`src/rtl/sar_adc_pkg.sv`:
```
// Shared types and constants for the successive-approximation ADC controller.
package sar_adc_pkg;

  // Default conversion resolution; equals the DAC input width.
  localparam int SAR_WIDTH = 10;

  // First trial code of every conversion: only the MSB set.
  localparam logic [SAR_WIDTH-1:0] MIDSCALE = {1'b1, {(SAR_WIDTH-1){1'b0}}};

  // Controller states.
  typedef enum logic [1:0] {
    IDLE    = 2'd0,
    SAMPLE  = 2'd1,
    CONVERT = 2'd2
  } sar_state_e;

endpackage

```
`src/rtl/sar_phase_timer.sv`:
```
// Loadable down-counter. tc is high during the last cycle of a loaded
// interval, so an interval of N cycles is obtained by loading N.
module sar_phase_timer
  import sar_adc_pkg::*;
#(
  parameter int CNT_W = 3
) (
  input  logic             clk,
  input  logic             reset,
  input  logic             load,
  input  logic             en,
  input  logic [CNT_W-1:0] load_val,
  output logic             tc
);

  logic [CNT_W-1:0] cnt_q;
  logic [CNT_W-1:0] cnt_d;

  // Next count: a load wins over counting; the counter rests at zero.
  always_comb begin
    cnt_d = cnt_q;
    if (load) begin
      cnt_d = load_val;
    end else if (en && (cnt_q != '0)) begin
      cnt_d = cnt_q - CNT_W'(1);
    end
  end

  // Count register.
  always_ff @(posedge clk or posedge reset) begin
    if (reset) begin
      cnt_q <= '0;
    end else begin
      cnt_q <= cnt_d;
    end
  end

  assign tc = (cnt_q == CNT_W'(1));

endmodule

```
`src/rtl/sar_adc_ctrl.sv`:
```
// SAR ADC controller: drives track/hold and the DAC trial code, resolves one
// bit per settle phase MSB-first, and hands results out over valid/ready with
// a sticky overrun flag.
module sar_adc_ctrl
  import sar_adc_pkg::*;
#(
  parameter int WIDTH         = SAR_WIDTH,
  parameter int SAMPLE_CYCLES = 4,
  parameter int SETTLE_CYCLES = 2
) (
  input  logic             clk,
  input  logic             reset,
  input  logic             start,
  input  logic             cmp_in,
  output logic [WIDTH-1:0] dac_code,
  output logic             sample,
  output logic             busy,
  output logic [WIDTH-1:0] data,
  output logic             data_valid,
  input  logic             data_ready,
  output logic             overrun,
  input  logic             clr_overrun
);

  localparam int IDX_W   = (WIDTH > 1) ? $clog2(WIDTH) : 1;
  localparam int MAX_CYC = (SAMPLE_CYCLES > SETTLE_CYCLES) ? SAMPLE_CYCLES : SETTLE_CYCLES;
  localparam int CNT_W   = $clog2(MAX_CYC + 1);
  localparam logic [WIDTH-1:0] MID = WIDTH'(1) << (WIDTH - 1);

  sar_state_e       state_q, state_d;
  logic [WIDTH-1:0] dac_q, dac_d;
  logic [IDX_W-1:0] bit_q, bit_d;
  logic [WIDTH-1:0] data_q, data_d;
  logic             valid_q, valid_d;
  logic             ovr_q, ovr_d;

  logic             tmr_load;
  logic [CNT_W-1:0] tmr_val;
  logic             tmr_en;
  logic             tmr_tc;
  logic             result_load;
  logic [WIDTH-1:0] bit_mask;
  logic [WIDTH-1:0] resolved;

  // One timer serves both the sample window and every bit phase.
  sar_phase_timer #(
    .CNT_W (CNT_W)
  ) u_timer (
    .clk      (clk),
    .reset    (reset),
    .load     (tmr_load),
    .en       (tmr_en),
    .load_val (tmr_val),
    .tc       (tmr_tc)
  );

  assign tmr_en = (state_q != IDLE);

  // Trial code with the current bit kept or dropped by the comparator.
  always_comb begin
    bit_mask = WIDTH'(1) << bit_q;
    resolved = cmp_in ? dac_q : (dac_q & ~bit_mask);
  end

  // Sequencing: IDLE -> SAMPLE -> CONVERT (WIDTH phases) -> IDLE.
  always_comb begin
    state_d     = state_q;
    dac_d       = dac_q;
    bit_d       = bit_q;
    data_d      = data_q;
    tmr_load    = 1'b0;
    tmr_val     = CNT_W'(SETTLE_CYCLES);
    result_load = 1'b0;
    case (state_q)
      IDLE: begin
        if (start) begin
          state_d  = SAMPLE;
          dac_d    = MID;
          tmr_load = 1'b1;
          tmr_val  = CNT_W'(SAMPLE_CYCLES);
        end
      end
      SAMPLE: begin
        if (tmr_tc) begin
          state_d  = CONVERT;
          bit_d    = IDX_W'(WIDTH - 1);
          tmr_load = 1'b1;
        end
      end
      CONVERT: begin
        if (tmr_tc) begin
          if (bit_q != '0) begin
            // Commit this bit and put the next lower one on trial.
            dac_d    = resolved | (bit_mask >> 1);
            bit_d    = bit_q - IDX_W'(1);
            tmr_load = 1'b1;
          end else begin
            dac_d       = resolved;
            data_d      = resolved;
            result_load = 1'b1;
            state_d     = IDLE;
          end
        end
      end
      default: state_d = IDLE;
    endcase
  end

  // Handshake: a fresh result always wins; it overruns only if the old one
  // is still pending and not being taken this cycle. Set beats clear.
  always_comb begin
    valid_d = result_load | (valid_q & ~data_ready);
    ovr_d   = (result_load & valid_q & ~data_ready) | (ovr_q & ~clr_overrun);
  end

  // Control and result registers.
  always_ff @(posedge clk or posedge reset) begin
    if (reset) begin
      state_q <= IDLE;
      dac_q   <= '0;
      bit_q   <= '0;
      data_q  <= '0;
      valid_q <= 1'b0;
      ovr_q   <= 1'b0;
    end else begin
      state_q <= state_d;
      dac_q   <= dac_d;
      bit_q   <= bit_d;
      data_q  <= data_d;
      valid_q <= valid_d;
      ovr_q   <= ovr_d;
    end
  end

  assign dac_code   = dac_q;
  assign sample     = (state_q == SAMPLE);
  assign busy       = (state_q != IDLE);
  assign data       = data_q;
  assign data_valid = valid_q;
  assign overrun    = ovr_q;

endmodule

```
`config.mk`:
```
export PLATFORM = sky130hd
export DESIGN_NAME = sar_adc_ctrl
export DESIGN_NICKNAME = d
export VERILOG_FILES = /design/src/rtl/sar_adc_pkg.sv /design/src/rtl/sar_phase_timer.sv /design/src/rtl/sar_adc_ctrl.sv
export SDC_FILE = /design/constraint.sdc
export NUM_CORES = 1
export LEC_CHECK = 0
export CAP_MARGIN = 20
export CELL_PAD_IN_SITES_DETAIL_PLACEMENT = 0
export CELL_PAD_IN_SITES_GLOBAL_PLACEMENT = 1
export CORE_MARGIN = 2
export CORE_UTILIZATION = 30
export CTS_BUF_LIST = sky130_fd_sc_hd__clkbuf_8
export DETAILED_ROUTE_END_ITERATION = 8
export PLACE_DENSITY_LB_ADDON = 0.3
export SLEW_MARGIN = 20
export SYNTH_ARGS = -nofsm -noshare
export SYNTH_HDL_FRONTEND = slang
export SYNTH_HIERARCHICAL = 1
export SYNTH_SLANG_ARGS = --single-unit
```
`constraint.sdc`:
```
create_clock -name clk -period 6.15 [get_ports clk]
set_clock_uncertainty 0.15 [all_clocks]
set_input_delay 1.23 -clock clk [delete_from_list [all_inputs] [get_ports clk]]
set_output_delay 1.23 -clock clk [all_outputs]
set_load 0.1 [all_outputs]
```
==> results.toml, run 1 <==
[clock_tree]
post_cts_buffers = 0
numCtsBuffers = 5
cts_sinks = 31
hold_buffers = 0
clkTransAtPathRegs_ns = 0.07
cts_resized = 0
cts_root_buf = "clkbuf_8"
htree_levels = 2
worstSkewPairLatency_ns = 0.28
cts_tree = "built"
clockBufferDepth = 2

[sta]
post-route-min-period_ns = 3.70
rsz0062_at_grt = "false"
layout_setup_ws_ns = 2.45
fin_crit_sh = 0.601
tightest_slew_ns = 0.972
slew_headroom = 0.350
drv_slew = 0
finalHoldViolations = 0
fmax_mhz = 271
setup_viol = 0
fin_setup_tns_ns = 0

[synth]
synth_edf_count = 0
syn_area_per_cell_um2 = 10.0
synth_area_leaders = "dfrtp_1 45%, ha_1 5.8%, a32o_1 4.0%"
syn_area_mm2 = 0.00174
syn_inst = 173
async_flop_share = 1.00
ys_top_cells_by_count = "31 x dfrtp_1, 17 x inv_1, 13 x nand2_1"
ys_seq_area_frac = 0.447
ys_types = 41
yosysMostFrequentCell = "dfrtp_1"
synthesis.nets = 187
synth_top_area_share = 0.447
synth_flop_cell = "dfrtp_1"
synth_top_cell_by_area = "dfrtp_1"
ys_ff_latch = 31
yosys_warnings = 6

[global_routing]
grt_max_degree = 29
gr-usage-all-layers = 0.138
antenna_found_initial = 0
grt_pass1_wl_um = 6810
grt_overflow = 0
grt_pass1_vias = 1421

[worst_hold_path]
hold_class = "reg -> reg"
hold_start = "data[9]$_DFFE_PP0P_"

[route]
via_count = 1381
drtAntennaViolNets = 0
totalWireLength_um = 3990
drc = 0
post_drt_wl_per_cell_um = 14.6
first_pass_iters = 4
first_iter_violations = 94
viasPerCell = 5.04

[floorplan]
die-area_mm2 = 0.00641
io_pins = 30
core-area_mm2 = 0.00554
fp.dieH_um = 80.1
die_w_um = 80.1
initial_utilization = 0.313
num_rows = 27

[worst_setup_path]
critical-path-top-delay-family = "buffers and inverters"
critPathLaunch = "state_q[1]$_DFFE_PP0P_"
end_kind = "primary output"
crit_arrival_ns = 2.32
cpPeakStageDelay_ns = 1.16
timing.rr.start = "u_timer/cnt_q[1]$_DFFE_PP0P_"
crit_required_ns = 4.77
critPathLaunchType = "flop"
crit_slowest_cell = "clkdlybuf4s50_1"
worstPathCellList = "nor2_1, inv_1, clkdlybuf4s50_1"
crit_type = "reg -> out"
critPathMaxFanout = 15
cp.buffers_inverters = 2

[cells_and_area]
drive_gt1_frac = 0.104
antenna_cells = 0
nets = 215
area_growth_pct = 27.0
nFillCells = 577
regArea_um2 = 776
multi_input_area_um2 = 860

[place]
gp_congestion = 0.787
dp_hpwl_um = 2830
pre_cts_slack_ns = 2.76
io_buffers = 29

[outcome]
outcome = "finished clean"

[power_and_ir_drop]
internal_power_uw = 465
switchingPower_uw = 326
seq_power_share = 0.353
power_density_mw_per_mm2 = 359
p_leak_nw = 0.936
ir_drop_uv = 225
combinationalPowerShare = 0.383
switching_share = 0.412
p_clk_frac = 0.264

[run]
maxCapViolations = 0
-- flip-flops by register name, summed over array words and instances (netlist names) --
name / cells
dac_code: 10
data: 10
bit_q: 4
u_timer/cnt_q: 3
state_q: 2
data_valid: 1
overrun: 1
-- routing by layer --
layer  wire length [um]  track usage  part of all wire  vias up
li1                   -            -                 -      682
met2               1910        0.225              0.48       29
met3                162       0.0303             0.041        5
met5                  0            0                 0        -
met1               1870        0.183              0.47      665
met4                 41       0.0407             0.010        0
-- final cells by class --
class / count / area share
Clock buffer: 6 / 0.0375
Clock inverter: 2 / 0.0159
Inverter: 17 / 0.0289
Multi-Input combinational cell: 116 / 0.390
Sequential cell: 31 / 0.352
Tap cell: 72 / 0.0409
Timing Repair Buffer: 30 / 0.135
-- per-stage QoR --
| step | hold WS, ns | cell area (um^2) | power [mW] | instances | util |
|---|---|---|---|---|---|
| finish | 0.360 | 2200 | 0.791 | 274 | 0.398 |
| global route | 0.383 | 2200 | 0.843 | 274 | 0.398 |
| CTS | 0.367 | 2200 | 0.801 | 274 | 0.398 |
| detailed placement | 0.349 | 2090 | 0.588 | 266 | 0.377 |
| global placement | 0.343 | 2090 | 0.588 | 266 | 0.377 |
| floorplan | 0.361 | 1740 | 0.521 | 173 | - |
-- worst reg2reg max path, cell delays in order (launching register included) --
cell      delay [ns]
dfrtp_1         0.38
inv_1           0.09
ha_1            0.15
and2b_2         0.24
nand2b_1        0.23
nor3_4          0.54
mux2_2          0.40
-- final timing paths --
| kind | endpoint | slack, ns | depth (start not counted) |
|---|---|---|---|
| min in group asynchronous | u_timer/cnt_q[2]$_DFFE_PP0P_ | 0.99 | 2 |
| max in group asynchronous | dac_code[4]$_DFFE_PP0P_ | 4.38 | 3 |
| worst min register to register | data[9]$_DFFE_PP0P_ | 0.36 | 1 |
| worst max register to register | data[9]$_DFFE_PP0P_ | 3.84 | 6 |
| worst max-delay path | busy | 2.45 | 3 |
| worst min-delay path | data[9]$_DFFE_PP0P_ | 0.36 | 1 |
-- power groups by stage --
stage	Combinational [mW]	Sequential (mW)	Clock, mW
2_1_floorplan	0.234	0.286	0
3_3_place_gp	0.306	0.282	0
3_5_place_dp	0.304	0.284	0
4_1_cts	0.306	0.280	0.216
5_1_grt	0.330	0.287	0.225
6_report	0.303	0.279	0.209
-- cell usage in the layout (no fill, tap or decap), drive strengths merged, types with 2 or more instances in the layout --
master	instances
clkbuf	6
mux2i	6
or3	4
nor3	4
mux2	5
nor2	5
nand2	13
o21ai	9
o22ai	4
o31a	4
nand3	4
inv	17
a21oi	3
ha	8
clkdlybuf4s50	29
or4	6
nor2b	2
nand2b	11
a32o	7
dfrtp	31
o31ai	2
nor3b	2
a31o	2
-- kinds of logic (layout without fill, tap and decap cells) --
logic type / Yosys count / after routing / synth area share
AOI/OAI and AO/OA: 39 / 39 / 0.169
adders and majority gates: 8 / 8 / 0.0577
buffers and inverters: 26 / 55 / 0.0577
DFF: 31 / 31 / 0.447
muxes: 11 / 11 / 0.0671
other: 1 / 1 / 0.00216
and+or+nand+nor: 57 / 57 / 0.200
No activity file was read; power rests on OpenSTA's default activity.
==> inputs of run 2 (changes only) <==
- clock period: 6.15 -> 3.9 ns (I/O delays scaled with it)
==> run 2 against run 1 <==
Net effect:
- total power is 48% higher
- via count is 2.5% lower
- largest cell class unchanged
- flip-flop and latch count stayed put
- critical endpoint is now dac_code[8]
- critical path depth is 2 lower
- die area stayed put
- critical path type unchanged
==> results.toml, run 2 (synthesized netlist as in run 1, its figures left out) <==
[cells_and_area]
final_cell_mix = "31 x dfrtp_1, 27 x clkdlybuf4s50_1, 17 x inv_1, 13 x nand2_1, 10 x nand2b_1"
area_growth_pct = 25.0
antenna_cells = 0
nets = 215
nFillCells = 563
drive_gt1_frac = 0.109
final_common_cell = "dfrtp_1"

[power_and_ir_drop]
switchingPower_uw = 508
combinationalPowerShare = 0.402
ir_drop_uv = 430
switching_share = 0.435
p_leak_nw = 0.923
p_clk_frac = 0.221
internal_power_uw = 660
seq_power_share = 0.378
power_density_mw_per_mm2 = 539

[floorplan]
fp.dieH_um = 80.1
num_rows = 27
die_w_um = 80.1
initial_utilization = 0.313
core-area_mm2 = 0.00554
io_pins = 30
die-area_mm2 = 0.00641

[global_routing]
grt_overflow = 0
antenna_found_initial = 0
gr-usage-all-layers = 0.131
grt_pass1_vias = 1297
grt_pass1_wl_um = 6570
grt_max_degree = 29

[place]
gp_congestion = 0.745
io_buffers = 29
dp_hpwl_um = 2760
pre_cts_slack_ns = 1.27

[clock_tree]
cts_root_buf = "clkbuf_8"
htree_levels = 2
cts_resized = 0
clockBufferDepth = 2
hold_buffers = 0
numCtsBuffers = 5
cts_tree = "built"
worstSkewPairLatency_ns = 0.28
clkTransAtPathRegs_ns = 0.07
post_cts_buffers = 0
cts_sinks = 31

[route]
totalWireLength_um = 3870
viasPerCell = 4.93
post_drt_wl_per_cell_um = 14.2
drc = 0
via_count = 1346
first_iter_violations = 63
drtAntennaViolNets = 0
first_pass_iters = 4

[sta]
fmax_mhz = 363
rsz0062_at_grt = "false"
finalHoldViolations = 0
slew_headroom = 0.347
layout_setup_ws_ns = 1.14
setup_viol = 0
drv_slew = 0
whs_ns = 0.358
post-route-min-period_ns = 2.76
fin_setup_tns_ns = 0
fin_crit_sh = 0.706
tightest_slew_ns = 0.977

[worst_setup_path]
cp.buffers_inverters = 1
critPathLaunchType = "flop"
end_kind = "primary output"
crit_type = "reg -> out"
critical-path-top-delay-family = "buffers and inverters"
worstPathCellList = "clkdlybuf4s50_1"
cpPeakStageDelay_ns = 1.15
critPathMaxFanout = 3
crit_required_ns = 2.97
crit_arrival_ns = 1.83
crit_slowest_cell = "clkdlybuf4s50_1"

[outcome]
outcome = "finished clean"

[worst_hold_path]
hold_class = "reg -> reg"

[run]
maxCapViolations = 0
## run 2: cell type report
type	instances	area (um^2)	area share
multi-input combinational	116	860	0.396
sequential	31	776	0.358
timing repair buffer	30	293	0.135
tap	72	90.1	0.0415
clock buffer	6	82.6	0.0381
inverter	17	63.8	0.0294
clock inverter	1	5.00	0.00231
## run 2: through the flow
step           area, um^2   util  instances  power (mW)
2_1_floorplan        1740      -        173       0.821
3_3_place_gp         2080  0.376        266       0.920
3_5_place_dp         2080  0.376        266       0.919
4_1_cts              2170  0.392        273        1.18
5_1_grt              2170  0.392        273        1.26
6_report             2170  0.392        273        1.17
## run 2: path summary, 6_finish.rpt
| path | startpoint | end | slack (ns) | depth (start not counted) |
|---|---|---|---|---|
| worst max-delay path | dac_code[8]$_DFFE_PP0P_ | dac_code[8] | 1.14 | 1 |
| worst min-delay path | data[9]$_DFFE_PP0P_ | data[9]$_DFFE_PP0P_ | 0.36 | 1 |
| worst max register to register | u_timer/cnt_q[1]$_DFFE_PP0P_ | data[8]$_DFFE_PP0P_ | 1.59 | 6 |
| worst min register to register | data[9]$_DFFE_PP0P_ | data[9]$_DFFE_PP0P_ | 0.36 | 1 |
| max in group asynchronous | reset | data[4]$_DFFE_PP0P_ | 2.58 | 3 |
| min in group asynchronous | reset | u_timer/cnt_q[2]$_DFFE_PP0P_ | 0.53 | 2 |
## run 2: power groups by stage
stage          Sequential, mW  Clock [mW]  Combinational, mW
3_3_place_gp            0.448           0              0.472
4_1_cts                 0.440       0.265              0.475
6_report                0.441       0.258              0.469
2_1_floorplan           0.452           0              0.369
3_5_place_dp            0.447           0              0.473
5_1_grt                 0.455       0.283              0.518
## run 2: metal layers
metal  routed length [um]  vias up  GRT usage
met2                 1740       27      0.201
li1                     -      680          -
met4                   25        0     0.0356
met3                  156        4     0.0337
met1                 1950      635      0.182
met5                    0        -          0
==> inputs of run 3 (changes only) <==
- clock period: 3.9 -> 2.3 ns (I/O delays scaled with it)
==> run 3 against run 2 <==
Net effect:
- register-to-register slack worse by 1.5 ns
- critical endpoint is now bit_q[3]$_DFFE_PP0P_
- worst hold slack got worse by 0.15 ns
- critical path depth grew 6
- sequential share of layout area down 0.90 points
- design area grew 2.6%
==> results.toml, run 3 (synthesized netlist as in run 1, its figures left out) <==
[global_routing]
grt_pass1_wl_um = 7230
antenna_found_initial = 0
gr-usage-all-layers = 0.145
grt_overflow = 0
grt_pass1_vias = 1506
grt_max_degree = 29

[worst_setup_path]
crit_slowest_cell = "or4b_2"
end_kind = "flop"
critical-path-top-delay-family = "simple AND/OR/NAND/NOR gates"
critPathLaunchType = "flop"
worstPathCellList = "inv_1, ha_1, and2b_2, buf_4, or4b_2, o32a_1, nand2_1"
crit_path_end = "bit_q[3]$_DFFE_PP0P_"
reg2reg_slack_ns = 0.13
reg2reg_to = "bit_q[3]$_DFFE_PP0P_"
timing.rr.start = "u_timer/cnt_q[1]$_DFFE_PP0P_"
cpPeakStageDelay_ns = 0.60
critPathMaxFanout = 6
critPathLaunch = "u_timer/cnt_q[1]$_DFFE_PP0P_"
crit_cells = 7
crit_required_ns = 2.38
worst-r2r-cell-count = 7
cp.buffers_inverters = 2
crit_type = "reg -> reg"
crit_arrival_ns = 2.25

[route]
first_iter_violations = 108
viasPerCell = 5.10
highest_layer = "met4"
drc = 0
m1WireLength_um = 1890
totalWireLength_um = 4210
post_drt_wl_per_cell_um = 14.7
drtAntennaViolNets = 0
wl_met2_um = 2030
via_count = 1459
wl_met3_um = 247
first_pass_iters = 4

[sta]
layout_setup_ws_ns = 0.128
post-route-min-period_ns = 2.17
drv_slew = 0
tightest_slew_ns = 0.548
finalHoldViolations = 0
slew_headroom = 0.635
setup_viol = 0
rsz0062_at_grt = "false"
fin_crit_sh = 0.944
fmax_mhz = 460
fin_setup_tns_ns = 0

[clock_tree]
cts_resized = 0
cts_root_buf = "clkbuf_8"
clockBufferDepth = 2
hold_buffers = 0
numCtsBuffers = 5
cts_sinks = 31
post_cts_buffers = 0
worstSkewPairLatency_ns = 0.29
cts_tree = "built"
htree_levels = 2
clkTransAtPathRegs_ns = 0.07

[floorplan]
die_w_um = 80.1
initial_utilization = 0.313
core-area_mm2 = 0.00554
num_rows = 27
io_pins = 30
fp.dieH_um = 80.1
die-area_mm2 = 0.00641

[cells_and_area]
drive_gt1_frac = 0.262
area_growth_pct = 28.3
nFillCells = 587
final_cell_mix = "35 x buf_4, 31 x dfrtp_1, 19 x inv_1, 13 x nand2_1, 10 x nand2b_1"
nets = 227
antenna_cells = 0
final_common_cell = "buf_4"

[place]
io_buffers = 29
pre_cts_slack_ns = 0.0850
dp_hpwl_um = 3060
gp_congestion = 0.782

[worst_hold_path]
hold_class = "in -> async"

[power_and_ir_drop]
power_density_mw_per_mm2 = 935
p_leak_nw = 1.03
ir_drop_uv = 688
fin_total_pwr_mw = 2.08

[outcome]
outcome = "finished clean"

[run]
maxCapViolations = 0
[run 3: cell count changes in the layout (fill, tap and decap cells not counted), sizes merged]
cell,before,now
clkdlybuf4s50,27,5
buf,3,37
clkbuf,6,5
inv,17,19
[run 3: worst min-delay path by stage]
stage                   startpoint                      endpoint  slack (ns)  cells past startpoint
6_report                     reset  u_timer/cnt_q[1]$_DFFE_PP0P_        0.20                      2
5_1_grt                      reset  u_timer/cnt_q[1]$_DFFE_PP0P_        0.23                      2
4_1_cts                      reset  u_timer/cnt_q[1]$_DFFE_PP0P_        0.21                      2
3_5_place_dp   data[3]$_DFFE_PP0P_           data[3]$_DFFE_PP0P_        0.35                      1
3_3_place_gp   data[3]$_DFFE_PP0P_           data[3]$_DFFE_PP0P_        0.34                      1
2_1_floorplan                reset  u_timer/cnt_q[0]$_DFFE_PP0P_        0.06                      1
[run 3: per-stage QoR]
| stage | hold WS (ns) | cells | area, um^2 | utilization |
|---|---|---|---|---|
| after floorplan | 0.0636 | 173 | 1740 | - |
| after global placement | 0.343 | 278 | 2140 | 0.387 |
| after detailed placement | 0.347 | 278 | 2140 | 0.387 |
| after CTS | 0.205 | 286 | 2230 | 0.402 |
| after global routing | 0.229 | 286 | 2230 | 0.402 |
| final | 0.203 | 286 | 2230 | 0.402 |
[run 3: metal layers]
metal | vias to the layer above | GRT usage
met5 | - | 0
met4 | 0 | 0.0441
met3 | 6 | 0.0360
met2 | 40 | 0.244
met1 | 708 | 0.183
li1 | 705 | -
[run 3: power breakdown]
group          internal, mW  total (mW)  leakage (nW)  switching, mW
sequential            0.618       0.687         0.380         0.0682
combinational         0.361       0.982         0.598          0.621
clock                 0.203       0.413        0.0505          0.210
total                  1.18        2.08          1.03          0.899
[run 3: worst register-to-register path: stages (launching register included)]
cell and delay [ns]:
dfrtp_1 0.38, inv_1 0.10, ha_1 0.14, and2b_2 0.19, buf_4 0.13, or4b_2 0.60
o32a_1 0.35, nand2_1 0.07
[run 3: area by class of cell]
class | count | area [um^2] | area share
Multi-Input combinational cell | 116 | 862 | 0.387
Timing Repair Buffer | 42 | 353 | 0.159
Clock inverter | 3 | 12.5 | 0.00562
Inverter | 17 | 63.8 | 0.0287
Sequential cell | 31 | 776 | 0.349
Clock buffer | 5 | 68.8 | 0.0309
Tap cell | 72 | 90.1 | 0.0405
